## config.mk

```make
export PLATFORM = sky130hd
export DESIGN_NAME = ram_arbiter_flat
export DESIGN_NICKNAME = d
export VERILOG_FILES = /design/src/rtl/ram_arbiter_if.sv /design/src/rtl/ram_arbiter.sv /design/src/flat_wrapper.sv
export SDC_FILE = /design/constraint.sdc
export NUM_CORES = 1
export LEC_CHECK = 0
export ABC_AREA = 1
export CAP_MARGIN = 10
export CORE_AREA = 3 3 106 108
export CTS_CLUSTER_DIAMETER = 80
export DETAILED_ROUTE_END_ITERATION = 8
export DIE_AREA = 0 0 109 111
export PLACE_DENSITY = 0.82
export SLEW_MARGIN = 0
export SYNTH_ARGS = -nofsm -noshare
export SYNTH_HDL_FRONTEND = slang
export SYNTH_SLANG_ARGS = --single-unit
```

## constraint.sdc

```tcl
create_clock -name CLK -period 1.5 [get_ports CLK]
set_input_delay 0.3 -clock CLK [delete_from_list [all_inputs] [get_ports CLK]]
set_output_delay 0.3 -clock CLK [all_outputs]
set_load 0.05 [all_outputs]
```

## src/rtl/ram_arbiter_if.sv

```systemverilog
// Bus bundle between the two MIPS requesters, the arbiter and the single RAM port.
// The arbiter takes the slave view; the requester/RAM environment takes the master view.
interface ram_arbiter_if;
  logic        iREN;
  logic [31:0] iaddr;
  logic        iwait;
  logic [31:0] iload;
  logic        dREN;
  logic        dWEN;
  logic [31:0] daddr;
  logic [31:0] dstore;
  logic        dwait;
  logic [31:0] dload;
  logic        ramREN;
  logic        ramWEN;
  logic [31:0] ramaddr;
  logic [31:0] ramstore;
  logic [31:0] ramload;
  logic [1:0]  ramstate;

  modport slave (
    input  iREN, iaddr, dREN, dWEN, daddr, dstore, ramload, ramstate,
    output iwait, iload, dwait, dload, ramREN, ramWEN, ramaddr, ramstore
  );

  modport master (
    output iREN, iaddr, dREN, dWEN, daddr, dstore, ramload, ramstate,
    input  iwait, iload, dwait, dload, ramREN, ramWEN, ramaddr, ramstore
  );
endinterface

```

## src/rtl/ram_arbiter.sv

```systemverilog
// Shares one RAM port between instruction fetch and data memory. Registered grant,
// data priority with a starvation bound for fetch, plus error count and sticky timeout.
module ram_arbiter #(
  parameter int unsigned STARVE_MAX = 4,
  parameter int unsigned TIMEOUT    = 64
) (
  input  logic             CLK,
  input  logic             nRST,
  ram_arbiter_if.slave     bus,
  output logic [7:0]       err_cnt,
  output logic             timeout
);

  localparam int unsigned StarveW = $clog2(STARVE_MAX + 1);
  localparam int unsigned BusyW   = $clog2(TIMEOUT + 1);

  localparam logic [1:0] RamAccess = 2'd2;
  localparam logic [1:0] RamError  = 2'd3;

  typedef enum logic [1:0] {StIdle, StIgnt, StDgnt} state_e;

  state_e               state_q, state_d;
  logic [StarveW-1:0]   starve_q, starve_d;
  logic [BusyW-1:0]     busy_q, busy_d;
  logic [7:0]           err_q, err_d;
  logic                 timeout_q, timeout_d;

  logic dreq, access, granted, starve_max, busy_hit;

  assign dreq       = bus.dREN | bus.dWEN;
  assign access     = (bus.ramstate == RamAccess);
  assign granted    = (state_q != StIdle);
  assign starve_max = (starve_q == StarveW'(STARVE_MAX));
  // Asserted during the TIMEOUT-th stalled cycle of a grant so the flag shows in that cycle.
  assign busy_hit   = granted && !access && (busy_q == BusyW'(TIMEOUT - 1));

  // State register
  always_ff @(posedge CLK or negedge nRST) begin
    if (!nRST) begin
      state_q <= StIdle;
    end else begin
      state_q <= state_d;
    end
  end

  // Next-state logic
  always_comb begin
    state_d = state_q;
    unique case (state_q)
      StIdle: begin
        if (dreq && !(bus.iREN && starve_max)) begin
          state_d = StDgnt;
        end else if (bus.iREN) begin
          state_d = StIgnt;
        end
      end
      StIgnt: if (access || !bus.iREN) state_d = StIdle;
      StDgnt: if (access || !dreq)     state_d = StIdle;
      default: state_d = StIdle;
    endcase
  end

  // Output logic; enables follow the live request so a withdrawal drops them at once.
  always_comb begin
    bus.ramREN   = 1'b0;
    bus.ramWEN   = 1'b0;
    bus.ramaddr  = '0;
    bus.ramstore = '0;
    bus.iload    = '0;
    bus.dload    = '0;
    unique case (state_q)
      StIgnt: begin
        bus.ramREN  = bus.iREN;
        bus.ramaddr = bus.iaddr;
        if (access) bus.iload = bus.ramload;
      end
      StDgnt: begin
        bus.ramaddr  = bus.daddr;
        bus.ramstore = bus.dstore;
        bus.ramWEN   = bus.dWEN;
        bus.ramREN   = bus.dREN & ~bus.dWEN;
        if (access) bus.dload = bus.ramload;
      end
      default: ;
    endcase
    bus.iwait = bus.iREN & ~((state_q == StIgnt) & access);
    bus.dwait = dreq & ~((state_q == StDgnt) & access);
  end

  // Starvation, busy, error and timeout bookkeeping
  always_comb begin
    starve_d = starve_q;
    if (state_q == StIgnt && state_d == StIdle) begin
      starve_d = '0;
    end else if (state_q == StDgnt && state_d == StIdle) begin
      if (!bus.iREN)       starve_d = '0;
      else if (!starve_max) starve_d = starve_q + 1'b1;
    end

    busy_d = busy_q;
    if (!granted || state_d == StIdle) begin
      busy_d = '0;
    end else if (!access && busy_q != BusyW'(TIMEOUT)) begin
      busy_d = busy_q + 1'b1;
    end

    err_d = err_q;
    if (granted && bus.ramstate == RamError && err_q != 8'hff) begin
      err_d = err_q + 8'd1;
    end

    timeout_d = timeout_q | busy_hit;
  end

  always_ff @(posedge CLK or negedge nRST) begin
    if (!nRST) begin
      starve_q  <= '0;
      busy_q    <= '0;
      err_q     <= '0;
      timeout_q <= 1'b0;
    end else begin
      starve_q  <= starve_d;
      busy_q    <= busy_d;
      err_q     <= err_d;
      timeout_q <= timeout_d;
    end
  end

  assign err_cnt = err_q;
  assign timeout = timeout_q | busy_hit;

endmodule

```

## src/flat_wrapper.sv

```systemverilog
// flat-port wrapper written by rule: the top's interface ports become plain ports
module ram_arbiter_flat 
#(
  parameter int unsigned STARVE_MAX = 4,
  parameter int unsigned TIMEOUT    = 64
)
  (CLK, nRST, err_cnt, timeout, bus_iREN, bus_iaddr, bus_dREN, bus_dWEN, bus_daddr, bus_dstore, bus_ramload, bus_ramstate, bus_iwait, bus_iload, bus_dwait, bus_dload, bus_ramREN, bus_ramWEN, bus_ramaddr, bus_ramstore);
  ram_arbiter_if bus_i ();
  input  logic CLK;
  input  logic nRST;
  output logic [7:0] err_cnt;
  output logic timeout;
  input wire logic [$bits(bus_i.iREN)-1:0] bus_iREN;
  input wire logic [$bits(bus_i.iaddr)-1:0] bus_iaddr;
  input wire logic [$bits(bus_i.dREN)-1:0] bus_dREN;
  input wire logic [$bits(bus_i.dWEN)-1:0] bus_dWEN;
  input wire logic [$bits(bus_i.daddr)-1:0] bus_daddr;
  input wire logic [$bits(bus_i.dstore)-1:0] bus_dstore;
  input wire logic [$bits(bus_i.ramload)-1:0] bus_ramload;
  input wire logic [$bits(bus_i.ramstate)-1:0] bus_ramstate;
  output wire logic [$bits(bus_i.iwait)-1:0] bus_iwait;
  output wire logic [$bits(bus_i.iload)-1:0] bus_iload;
  output wire logic [$bits(bus_i.dwait)-1:0] bus_dwait;
  output wire logic [$bits(bus_i.dload)-1:0] bus_dload;
  output wire logic [$bits(bus_i.ramREN)-1:0] bus_ramREN;
  output wire logic [$bits(bus_i.ramWEN)-1:0] bus_ramWEN;
  output wire logic [$bits(bus_i.ramaddr)-1:0] bus_ramaddr;
  output wire logic [$bits(bus_i.ramstore)-1:0] bus_ramstore;
  assign bus_i.iREN = bus_iREN;
  assign bus_i.iaddr = bus_iaddr;
  assign bus_i.dREN = bus_dREN;
  assign bus_i.dWEN = bus_dWEN;
  assign bus_i.daddr = bus_daddr;
  assign bus_i.dstore = bus_dstore;
  assign bus_i.ramload = bus_ramload;
  assign bus_i.ramstate = bus_ramstate;
  assign bus_iwait = bus_i.iwait;
  assign bus_iload = bus_i.iload;
  assign bus_dwait = bus_i.dwait;
  assign bus_dload = bus_i.dload;
  assign bus_ramREN = bus_i.ramREN;
  assign bus_ramWEN = bus_i.ramWEN;
  assign bus_ramaddr = bus_i.ramaddr;
  assign bus_ramstore = bus_i.ramstore;
  ram_arbiter #(.STARVE_MAX(STARVE_MAX), .TIMEOUT(TIMEOUT)) u_core (.CLK(CLK), .nRST(nRST), .bus(bus_i), .err_cnt(err_cnt), .timeout(timeout));
endmodule
```

==> impl_metrics.tcl, run 1 <==
set metrics [dict create \
    worst_pin_slew_ps 328 \
    status "complete, but fails checks" \
    yosysSeqAreaShare 0.214 \
    area_delta_synth_final_pct 275 \
    worstSetupPathType "register to output port" \
    grt_max_degree 23 \
    whs_ps 389 \
    arrival_ps 1800 \
    drt_wl_total_mm 24.7 \
    max_freq_mhz 476 \
    period_needed_ps 2100 \
    routed_via_density 5.24 \
    fin_ws_ps -602 \
    synth.area.top_cells "nand2_1 (22%), dfrtp_1 (21%), inv_1 (14%)" \
    start_kind "register" \
    grt_first_pass_wirelength_mm 28.0 \
    drtIter0Drc 455 \
    rsz0062_at_grt "yes" \
    cts_tree "built" \
    hp-class "primary input to async pin" \
    clkSinkCount 21 \
    fillerInstances 348 \
    report.final.slew_viol_count 0 \
    grt_usage 0.301 \
    finalHoldViolCount 0 \
    fin_nets 919 \
    register_area_um2 532 \
    ant_nets 0 \
    root_buffer "clkbuf_8" \
    yosys.area.top_type "nand2_1" \
    synth_cell_types 27 \
    dieHeight_um 111 \
    critPathRequiredTime_ps 1200 \
    place_area_mm2 0.00808 \
    endpoint_kind "output port" \
    ioPinCount 276 \
    synth_top_area_frac 0.217 \
    htreeDepth 1 \
    syn_area_per_cell_um2 5.50 \
    drive_gt1_frac 0.592 \
    worstPathMaxFanout 5 \
    tns_ps -70080 \
    yosys_warnings 0 \
    overflow 0 \
    clk_latency_ps 270 \
    hold_buffers 0 \
    synthesis.nets 590 \
    synth_cells 446 \
    maxSlewHeadroom 0.780 \
    finalSetupViolCount 153 \
    initial_utilization 0.237 \
    fin_area_mm2 0.00918 \
    wire_per_inst_um 27.0 \
    die_x_um 109 \
    place_hpwl_mm 14.2 \
    drt_first_pass_iters 5 \
    synth-seq-cells 21 \
    fin_skew_ps 3.39 \
    drc 0 \
    dieArea_mm2 0.0121 \
    failed_checks "negative setup slack" \
    fin_crit_sh 1.40 \
    antenna_found_initial 3 \
    routed-via-count 4789 \
    clkSlewWorstSetupHoldPaths_ps 80 \
    multi_input_area_mm2 0.00286 \
    first_global_vias 4768 \
    cap_violations 0 \
    pwr_density_cell_mw_per_mm2 1510 \
    core_mm2 0.0103 \
    ctsLongestPathBuffers 2 \
    num_rows 37 \
    vdd_drop_max_mv 1.26 \
    cts_made_buffers 3 \
    synth_area_mm2 0.00245 \
    gp_congestion 0.855 \
    port-buffer-count 275 \
    leakage_nw 3.69 \
]
-- kinds of logic after synthesis --
family          Yosys count  share of synthesized area
simple gates            251                      0.431
fa+ha+maj                 9                     0.0459
xor+xnor                 11                     0.0393
compound gates           40                     0.0863
flops                    21                      0.214
buf+inv                 114                      0.183
-- through the flow --
stage | setup slack, ps | util | power (W) | instances
after floorplan | -219 | - | 0.00648 | 446
after global placement | -481 | 0.783 | 0.0110 | 870
after detailed placement | -505 | 0.783 | 0.0113 | 870
after CTS | -485 | 0.835 | 0.0127 | 888
after global routing | -632 | 0.889 | 0.0142 | 913
final | -602 | 0.889 | 0.0139 | 914
-- report_power, final --
part	leakage (nW)	internal [W]	switching [W]
Sequential	0.269	0.000730	0.000230
Combinational	3.39	0.00542	0.00710
Clock	0.0255	0.000186	0.000212
Total	3.69	0.00634	0.00754
-- layout by cell type, fill, tap and decap left out, drive strengths merged --
cell type      count
diode              4
inv               62
clkinv             1
a21oi             34
o21bai             1
nand3             15
ha                 9
nor3               7
clkinvlp          33
a41o               1
dfrtp             21
nand4              3
clkdlybuf4s50    132
buf              204
xnor2              2
clkbuf             7
nand2            148
xor2               9
nand3b             1
dlygate4sd2        2
nor2              78
o21ai              4
-- critical path, cell delays in order (launching register included) --
cell	delay, ps
dfrtp_1	440
buf_6	130
ha_4	180
buf_8	150
buf_12	140
nand2_1	120
a21oi_4	200
buf_12	160
-- repair_timing --
item,in CTS,in global routing
buffers inserted,9,16
pin swaps,5,33
gates cloned,5,6
endpoints found under the setup margin,145,151
gates resized for setup,82,81
-- layer usage --
metal | track usage | vias to the layer above | wire length [µm]
met3 | 0.0664 | 146 | 1940
met2 | 0.614 | 353 | 13000
met5 | 0 | - | 0
met4 | 0.106 | 0 | 2270
li1 | - | 1985 | -
met1 | 0.279 | 2305 | 7510
-- sequential cells by signal (all words and copies together) (netlist names) --
| register | flops |
|---|---|
| u_core.timeout_q | 1 |
| u_core.err_cnt | 8 |
| u_core.busy_q | 7 |
| u_core.starve_q | 3 |
| u_core.state_q | 2 |
-- worst paths after layout --
path	cells past startpoint	slack (ps)	end	startpoint
max	7	-600	bus_ramaddr[26]	u_core.state_q[0]
min	2	390	u_core.err_cnt[3]	nRST
max reg2reg	9	-420	u_core.starve_q[0]	u_core.state_q[0]
min reg2reg	1	490	u_core.timeout_q	u_core.timeout_q
max in group asynchronous	2	870	u_core.err_cnt[0]	nRST
min in group CLK	1	490	u_core.timeout_q	u_core.timeout_q
-- Yosys cell counts, drive strengths merged --
cell / count
nand3: 15
dfrtp: 21
ha: 9
a21oi: 34
a41o: 1
nand4: 3
buf: 16
nand3b: 1
xor2: 9
o21bai: 1
nand2: 147
o21ai: 4
clkbuf: 4
nor3: 7
inv: 94
xnor2: 2
nor2: 78
-- area by class of cell --
type / count / area share
Timing Repair inverter: 1 / 0.000681
Timing Repair Buffer: 342 / 0.551
Antenna cell: 4 / 0.00109
Inverter: 94 / 0.0536
Multi-Input combinational cell: 312 / 0.312
Sequential cell: 21 / 0.0579
Clock inverter: 1 / 0.000545
Tap cell: 136 / 0.0185
Clock buffer: 3 / 0.00450
(Power assumes the default switching activity.)
==> run 2: changes to the inputs <==
CORE_AREA = 3 3 105 107   (was 3 3 106 108)
DIE_AREA = 0 0 108 110   (was 0 0 109 111)
DONT_BUFFER_PORTS = 1   (was not set)
PLACE_DENSITY = 0.47   (was 0.82)
SETUP_SLACK_MARGIN = 0.02   (was not set)
==> run 2 against run 1 <==
  * The run still ends with negative setup slack left
  * Sequential share of layout area increased by 2.0 points
  * Final cell count shrank 20%
  * Die area fell by 1.8%
  * Clock skew down 1.7 ps
  * Largest power group unchanged
  * Wire length down 45%
  * Critical path type unchanged
  * Clock power shrank 6.5%
  * Flip-flop and latch count unchanged
  * Worst setup slack better by 110 ps
  * First-iteration DRC count down 54%
  * Register-to-register slack improved by 30 ps
==> impl_metrics.tcl, run 2 (synthesized netlist as in run 1, its figures left out) <==
set metrics [dict create \
    status "complete, but fails checks" \
    failed_checks "negative setup slack" \
    diodes 0 \
    drt_first_pass_iters 4 \
    wire_per_inst_um 18.7 \
    worstSetupPathType "register to output port" \
    drtIter0Drc 209 \
    reg2reg_depth 12 \
    cap_violations 0 \
    top_usage_layer "met2" \
    multi_input_area_mm2 0.00279 \
    fin_ws_ps -487 \
    max_freq_mhz 503 \
    drive_gt1_frac 0.693 \
    maxSlewHeadroom 0.361 \
    crit_start "u_core.state_q[0]" \
    post-place-ws_ps -287 \
    register_area_um2 532 \
    use_met1 0.205 \
    r2r_setup_slack_ps -390 \
    cts_made_buffers 3 \
    hp-class "primary input to register" \
    period_needed_ps 1990 \
    root_buffer "clkbuf_8" \
    initial_utilization 0.240 \
    finalSetupViolCount 145 \
    fin_nets 738 \
    largest_reg_flops 8 \
    r2r_end "u_core.busy_q[3]" \
    clkSinkCount 21 \
    worst_pin_slew_ps 955 \
    dieHeight_um 110 \
    antenna_found_initial 0 \
    die_x_um 108 \
    routed-via-count 3351 \
    use_met3 0.0472 \
    grt_util_met2 0.341 \
    ioPinCount 276 \
    final_common_cell "buf_12" \
    first_global_vias 2927 \
    fillerInstances 773 \
    regToRegStartpoint "u_core.state_q[0]" \
    report.final.slew_viol_count 0 \
    endpoint "bus_ramaddr[28]" \
    grt_first_pass_wirelength_mm 16.7 \
    utilization 0.670 \
    finalHoldViolCount 0 \
    area_delta_synth_final_pct 180 \
    core_mm2 0.0102 \
    fin_crit_sh 1.32 \
    clk_latency_ps 260 \
    routed_via_density 4.60 \
    pwr_density_cell_mw_per_mm2 1670 \
    rsz0062_at_grt "yes" \
    leakage_nw 2.70 \
    port-buffer-count 0 \
    critPathRequiredTime_ps 1200 \
    grt_max_degree 27 \
    endpoint_kind "output port" \
    drt_wl_total_mm 13.6 \
    layout_common_cells "buf_12 (110), nand2_1 (69), nor2_4 (65), inv_1 (54), nand2_2 (45)" \
    num_rows 37 \
    grt_usage 0.179 \
    fin_skew_ps 1.69 \
    drc 0 \
    cts_tree "built" \
    vdd_drop_max_mv 1.26 \
    place_hpwl_mm 10.3 \
    arrival_ps 1690 \
    start_kind "register" \
    ant_nets 0 \
    clkSlewWorstSetupHoldPaths_ps 80 \
    dieArea_mm2 0.0119 \
    htreeDepth 1 \
    worstPathMaxFanout 6 \
    gp_congestion 0.780 \
    overflow 0 \
    ctsLongestPathBuffers 2 \
]
## run 2: final cells by class
cell class / count / area share
timing repair buffer: 163 / 0.413
multi-input combinational: 311 / 0.407
sequential: 21 / 0.0775
inverter: 94 / 0.0713
tap: 136 / 0.0248
clock buffer: 3 / 0.00602
clock inverter: 1 / 0.000730
## run 2: worst min path at each step
stage	to	start	cells past startpoint	slack, ps
global placement	u_core.busy_q[0]	nRST	0	5
detailed placement	u_core.busy_q[1]	nRST	0	5
global route	u_core.starve_q[1]	bus_iREN	4	320
CTS	u_core.starve_q[1]	bus_iREN	4	280
floorplan	u_core.busy_q[0]	nRST	0	4
finish	u_core.starve_q[1]	bus_iREN	4	290
## run 2: power by group
part | switching, W | leakage, nW | internal (W) | total, W
Clock | 0.000187 | 0.0255 | 0.000185 | 0.000372
Sequential | 0.000132 | 0.269 | 0.000730 | 0.000862
Combinational | 0.00624 | 2.41 | 0.00401 | 0.0102
Total | 0.00656 | 2.70 | 0.00492 | 0.0115
## run 2: critical path, stage by stage (launching register included)
cell and delay [ps]:
dfrtp_1 400, buf_4 140, ha_4 190, buf_6 120
clkbuf_16 140, nand2_2 80, a21oi_4 190, buf_12 160
## run 2: per-stage QoR
step / hold slack, ps / instance area [µm²] / setup TNS (ps) / instances / power, W
floorplan: 4.41 / 3540 / -20590 / 446 / 0.00648
global placement: 5.10 / 5910 / -21020 / 698 / 0.00913
detailed placement: 5.14 / 5910 / -25470 / 698 / 0.00926
CTS: 276 / 6130 / -55690 / 708 / 0.0101
global route: 320 / 6860 / -71210 / 729 / 0.0120
finish: 289 / 6860 / -63020 / 729 / 0.0115
## run 2: per-layer routing
layer / vias to the layer above / wire length [µm]
li1: 1615 / -
met1: 1598 / 4800
met2: 124 / 7650
met3: 14 / 1040
met4: 0 / 146
met5: - / 0
## run 2: timing repair
action                                  in CTS  in global routing
setup buffers                                4                 12
endpoints found under the setup margin     145                146
endpoints found under the hold margin       21                  0
gates cloned                                 1                  9
pin swaps                                    3                 26
gates resized for setup                     21                118
hold buffers                                 1                  0
==> variant 1, RTL diff (flow settings as in run 1) <==
`STARVE_MAX` is set to 4 in 2 places; all go to 8.
--- a/src/rtl/ram_arbiter.sv
+++ b/src/rtl/ram_arbiter.sv
@@ -3,3 +3,3 @@
 module ram_arbiter #(
-  parameter int unsigned STARVE_MAX = 4,
+  parameter int unsigned STARVE_MAX = 8,
   parameter int unsigned TIMEOUT    = 64
--- a/src/flat_wrapper.sv
+++ b/src/flat_wrapper.sv
@@ -3,3 +3,3 @@
 #(
-  parameter int unsigned STARVE_MAX = 4,
+  parameter int unsigned STARVE_MAX = 8,
   parameter int unsigned TIMEOUT    = 64
Function: changed (a bounded check fails within 10 cycles, from zero or initial values and one cycle with nRST low).
==> variant 1 against run 1 <==
- the flow still finishes with violations (setup timing)
- sequential share of layout area up 0.32 points
- setup slack better by 17 ps
- synthesized cell count rose by 1.3%
- die area unchanged
- wire length shrank 2.3%
- synthesized area grew 1.6%
- total power fell by 1.1%
- global-route usage increased by 0.29 points
- final area decreased by 0.53%
- clock skew rose by 1.2 ps
- sequential cell count up 1
==> variant 1: results (changes against run 1) <==
| Metric | Value |
|---|---|
| Final wirelength | 24.1 mm (-2.3%) |
| Gr usage total | 0.304 (+0.00289) |
| Met1 global-route usage | 0.291 (+0.0126) |
| Sw Share | 0.533 (-0.0102) |
| Net count after synthesis | 596 (+1.0%) |
| Leak | 3.61 nW (-2.0%) |
| Status | finished with violations |
| GR Util met2 | 0.570 (-0.0438) |
| Signal buffers | 349 (+2.0%) |
| Post-synth top cells | nand2_1 (141), inv_1 (96), nor2_1 (76) |
| Placed Area | 8200 sq um (+1.4%) |
| CTS sink count | 22 (+4.8%) |
| Multi-input gate area | 2760 sq um (-3.5%) |
| Sequential area share after synthesis | 0.221 (+0.00660) |
| NumNets Final | 930 (+1.2%) |
| Clock Skew | 4.56 ps (+1.17 ps) |
| Placed cell count | 884 (+1.6%) |
| Adder-cell share of the synthesized area | 0.0452 (-0.000738) |
| Initial DRC count | 321 (-29%) |
| Met3 Track Usage GR | 0.0670 (+0.000582) |
| Diodes inserted | 3 (-1) |
| Finished Layout Cells | 924 (+1.1%) |
| GP Congestion | 0.865 (+1.2%) |
| Crit path arrival time | 1780 ps (-20 ps) |
| Inverters | 98 (+3.2%) |
| XOR/XNOR Fraction of Synth Area | 0.0387 (-0.000632) |
| Synth cell types | 26 (-3.7%) |
| Sequential cell area share | 0.0611 (+0.00319) |
| M1 WL | 7.94 mm (+5.7%) |
| Final Setup Violations | 147 (-3.9%) |
| Wire length on met3 | 1.82 mm (-5.9%) |
| Total power | 0.0137 W (-1.1%) |
| Fillers | 338 (-2.9%) |
| Met2 Routed Length | 12.3 mm (-5.0%) |
| Failing checks | setup timing |
| Setup TNS | -72370 ps (-2300 ps) |
| Peak supply drop | 1.52 mV (+20%) |
| Clk network pwr share | 0.043 (+0.014) |
| Post-Synthesis Cells | 452 (+1.3%) |
| Largest net degree at the start of global routing | 37 (+61%) |
| Pre-CTS WS | -532 ps (-26.6 ps) |
| Top area cells in the synthesized netlist | dfrtp_1 (22%), nand2_1 (21%), inv_1 (14%) |
| Sequential power | 0.000936 W (-2.5%) |
| Final setup margin | -584 ps (+17.5 ps) |
| First-pass GRT wire length | 28.2 mm (+0.74%) |
| Compound-Gate Fraction of Synth Area | 0.0974 (+0.0112) |
| Fraction of layout cells with a size suffix above 1 | 0.569 (-0.0223) |
| FF/Latch Area | 558 sq um (+4.9%) |
[variant 1: changes by cell type after synthesis, sizes merged, moves of 2 or more]
cell and change:
nand3 -5, inv +4, xnor2 +3, xor2 -3, a21oi +2, buf +2, nand4 +2, o21ai -2
[variant 1: repair_timing]
item	in CTS	in global routing
gates cloned	3	6
setup endpoints to repair	151	154
pin swaps	15	21
resized for setup	43	83
hold buffers	0	0
buffers inserted	14	13
[variant 1: worst paths after layout]
| kind | slack, ps | cells past startpoint | end | startpoint |
|---|---|---|---|---|
| min in group CLK | 500 | 1 | u_core.timeout_q | u_core.timeout_q |
| min | 360 | 2 | u_core.err_cnt[7] | nRST |
| max in group asynchronous | 890 | 2 | u_core.err_cnt[0] | nRST |
| min reg2reg | 500 | 1 | u_core.timeout_q | u_core.timeout_q |
| max reg2reg | -430 | 11 | u_core.busy_q[2] | u_core.state_q[0] |
| max | -580 | 7 | bus_dload[4] | u_core.state_q[0] |
==> variant 2, RTL diff (flow settings as in run 1) <==
Without the edit above. Re-encode `state_e` (3 states) as one-hot, 3 bits wide.
--- a/src/rtl/ram_arbiter.sv
+++ b/src/rtl/ram_arbiter.sv
@@ -19,3 +19,3 @@
 
-  typedef enum logic [1:0] {StIdle, StIgnt, StDgnt} state_e;
+  typedef enum logic [2:0] {StIdle = 3'b001, StIgnt = 3'b010, StDgnt = 3'b100} state_e;
 
Function: no difference found for any inputs over 10 cycles, from zero or initial values and one cycle with nRST low; not proved beyond that.
==> variant 2 against run 1 <==
- the run still ends with setup timing left
- sequential cell count grew 1
- non-clock buffer count shrank 1
- wire length fell by 20%
- total power is 37% lower
- synthesized cell count decreased by 16%
- first-iteration DRC count down 45%
- sequential share of layout area up 0.68 points
- setup slack gained 56 ps
- combinational power is 42% lower
- final area down 6.1%
- fmax rose by 2.7%
- synthesized area fell by 7.6%
- register-to-register slack improved by 150 ps
- critical endpoint is now bus_ramaddr[0]
- highest routed layer unchanged
==> variant 2: results (changes against run 1) <==
| Metric | Value |
|---|---|
| Status | finished with violations |
| Failing checks | setup timing |
| Placed cell count | 816 (-6.2%) |
| Post-CTS Resized | 65 (-21%) |
| Fraction of layout cells with a size suffix above 1 | 0.537 (-0.0549) |
| Critical Path Fanout Max | 17 (+12) |
| Largest net degree at the start of global routing | 34 (+48%) |
| WL/cell | 23.4 um (-13%) |
| CTS Buffer Depth | 2 (unchanged) |
| Flop pwr share | 0.111 (+0.042) |
| First-pass GRT wire length | 26.7 mm (-4.5%) |
| Leak | 3.74 nW (+1.4%) |
| Met3 Track Usage GR | 0.0740 (+0.00757) |
| Placed Area | 7770 sq um (-3.9%) |
| Final setup margin | -546 ps (+55.6 ps) |
| Number of antenna violations at the first check in global routing | 3 (unchanged) |
| Power Clock | 0.000563 W (+41%) |
| GP Congestion | 0.922 (+7.8%) |
| RR Endpoint | u_core.starve_q[2] |
| Crit path from | u_core.state_q[1] |
| M1 WL | 6.06 mm (-19%) |
| Synthesized area per cell | 6.03 sq um (+9.7%) |
| Vias in the first global route | 4509 (-5.4%) |
| Post-CTS setup buffers | 14 (+5) |
| Synth cell types | 26 (-3.7%) |
| DP HPWL | 13.7 mm (-3.8%) |
| Sequential area share after synthesis | 0.244 (+0.0291) |
| Sw Share | 0.483 (-0.0605) |
| Post-synth top cells | nor2_1 (116), inv_1 (86), nand2_1 (43) |
| Pre-Repair DR Iteration Count | 4 (-1) |
| Initial DRC count | 250 (-45%) |
| Met2 Routed Length | 11.3 mm (-13%) |
| Vias per cell | 4.78 (-8.7%) |
| Met1 global-route usage | 0.268 (-0.0109) |
| Slew @ Worst Pin | 321 ps (-6.99 ps) |
| Peak supply drop | 1.19 mV (-6.0%) |
| NumNets Final | 847 (-7.8%) |
| GR Util met2 | 0.559 (-0.0545) |
| R2R Setup Slk | -270 ps (+150 ps) |
| Critical Path Max Stage Delay | 410 ps (-30 ps) |
| Net count after synthesis | 516 (-13%) |
| Clock Skew | 6.44 ps (+3.05 ps) |
| CTS root buf | clkbuf_8 |
| Gr usage total | 0.288 (-0.0126) |
| Top area cells in the synthesized netlist | dfrtp_1 (23%), nor2_1 (19%), inv_1 (14%) |
| CP Capture Point | bus_ramaddr[0] |
| Max FFs per register | 8 (unchanged) |
| Synth area leader | dfrtp_1 |
| Final Setup Violations | 152 (-0.65%) |
| Detailed-route via count | 4043 (-16%) |
| Wire length on met3 | 1.42 mm (-27%) |
| Fillers | 497 (+43%) |
| Worst Reg-to-Reg Cells | 12 (+3) |
[variant 2: kinds of logic after synthesis]
kind of cell	Yosys count	share of synthesized area
simple gates	188	0.346
buf+inv	103	0.177
compound gates	46	0.159
flops	22	0.244
xor+xnor	12	0.0464
fa+ha+maj	5	0.0276
[variant 2: final cells by class]
| class | count | area share |
|---|---|---|
| tap | 136 | 0.0197 |
| clock inverter | 1 | 0.00348 |
| sequential | 22 | 0.0647 |
| multi-input combinational | 251 | 0.283 |
| inverter | 88 | 0.0395 |
| timing repair buffer | 341 | 0.584 |
| antenna | 3 | 0.000870 |
| clock buffer | 3 | 0.00479 |
[variant 2: per-stage QoR]
stage | setup slack (ps) | setup TNS (ps) | hold slack, ps | power (W)
2_1_floorplan | -175 | -14890 | 4.41 | 0.00402
3_5_place_dp | -502 | -39050 | 506 | 0.00727
5_1_grt | -586 | -62950 | 394 | 0.00909
4_1_cts | -504 | -54760 | 395 | 0.00870
6_report | -546 | -55120 | 381 | 0.00879
3_3_place_gp | -458 | -34960 | 468 | 0.00710
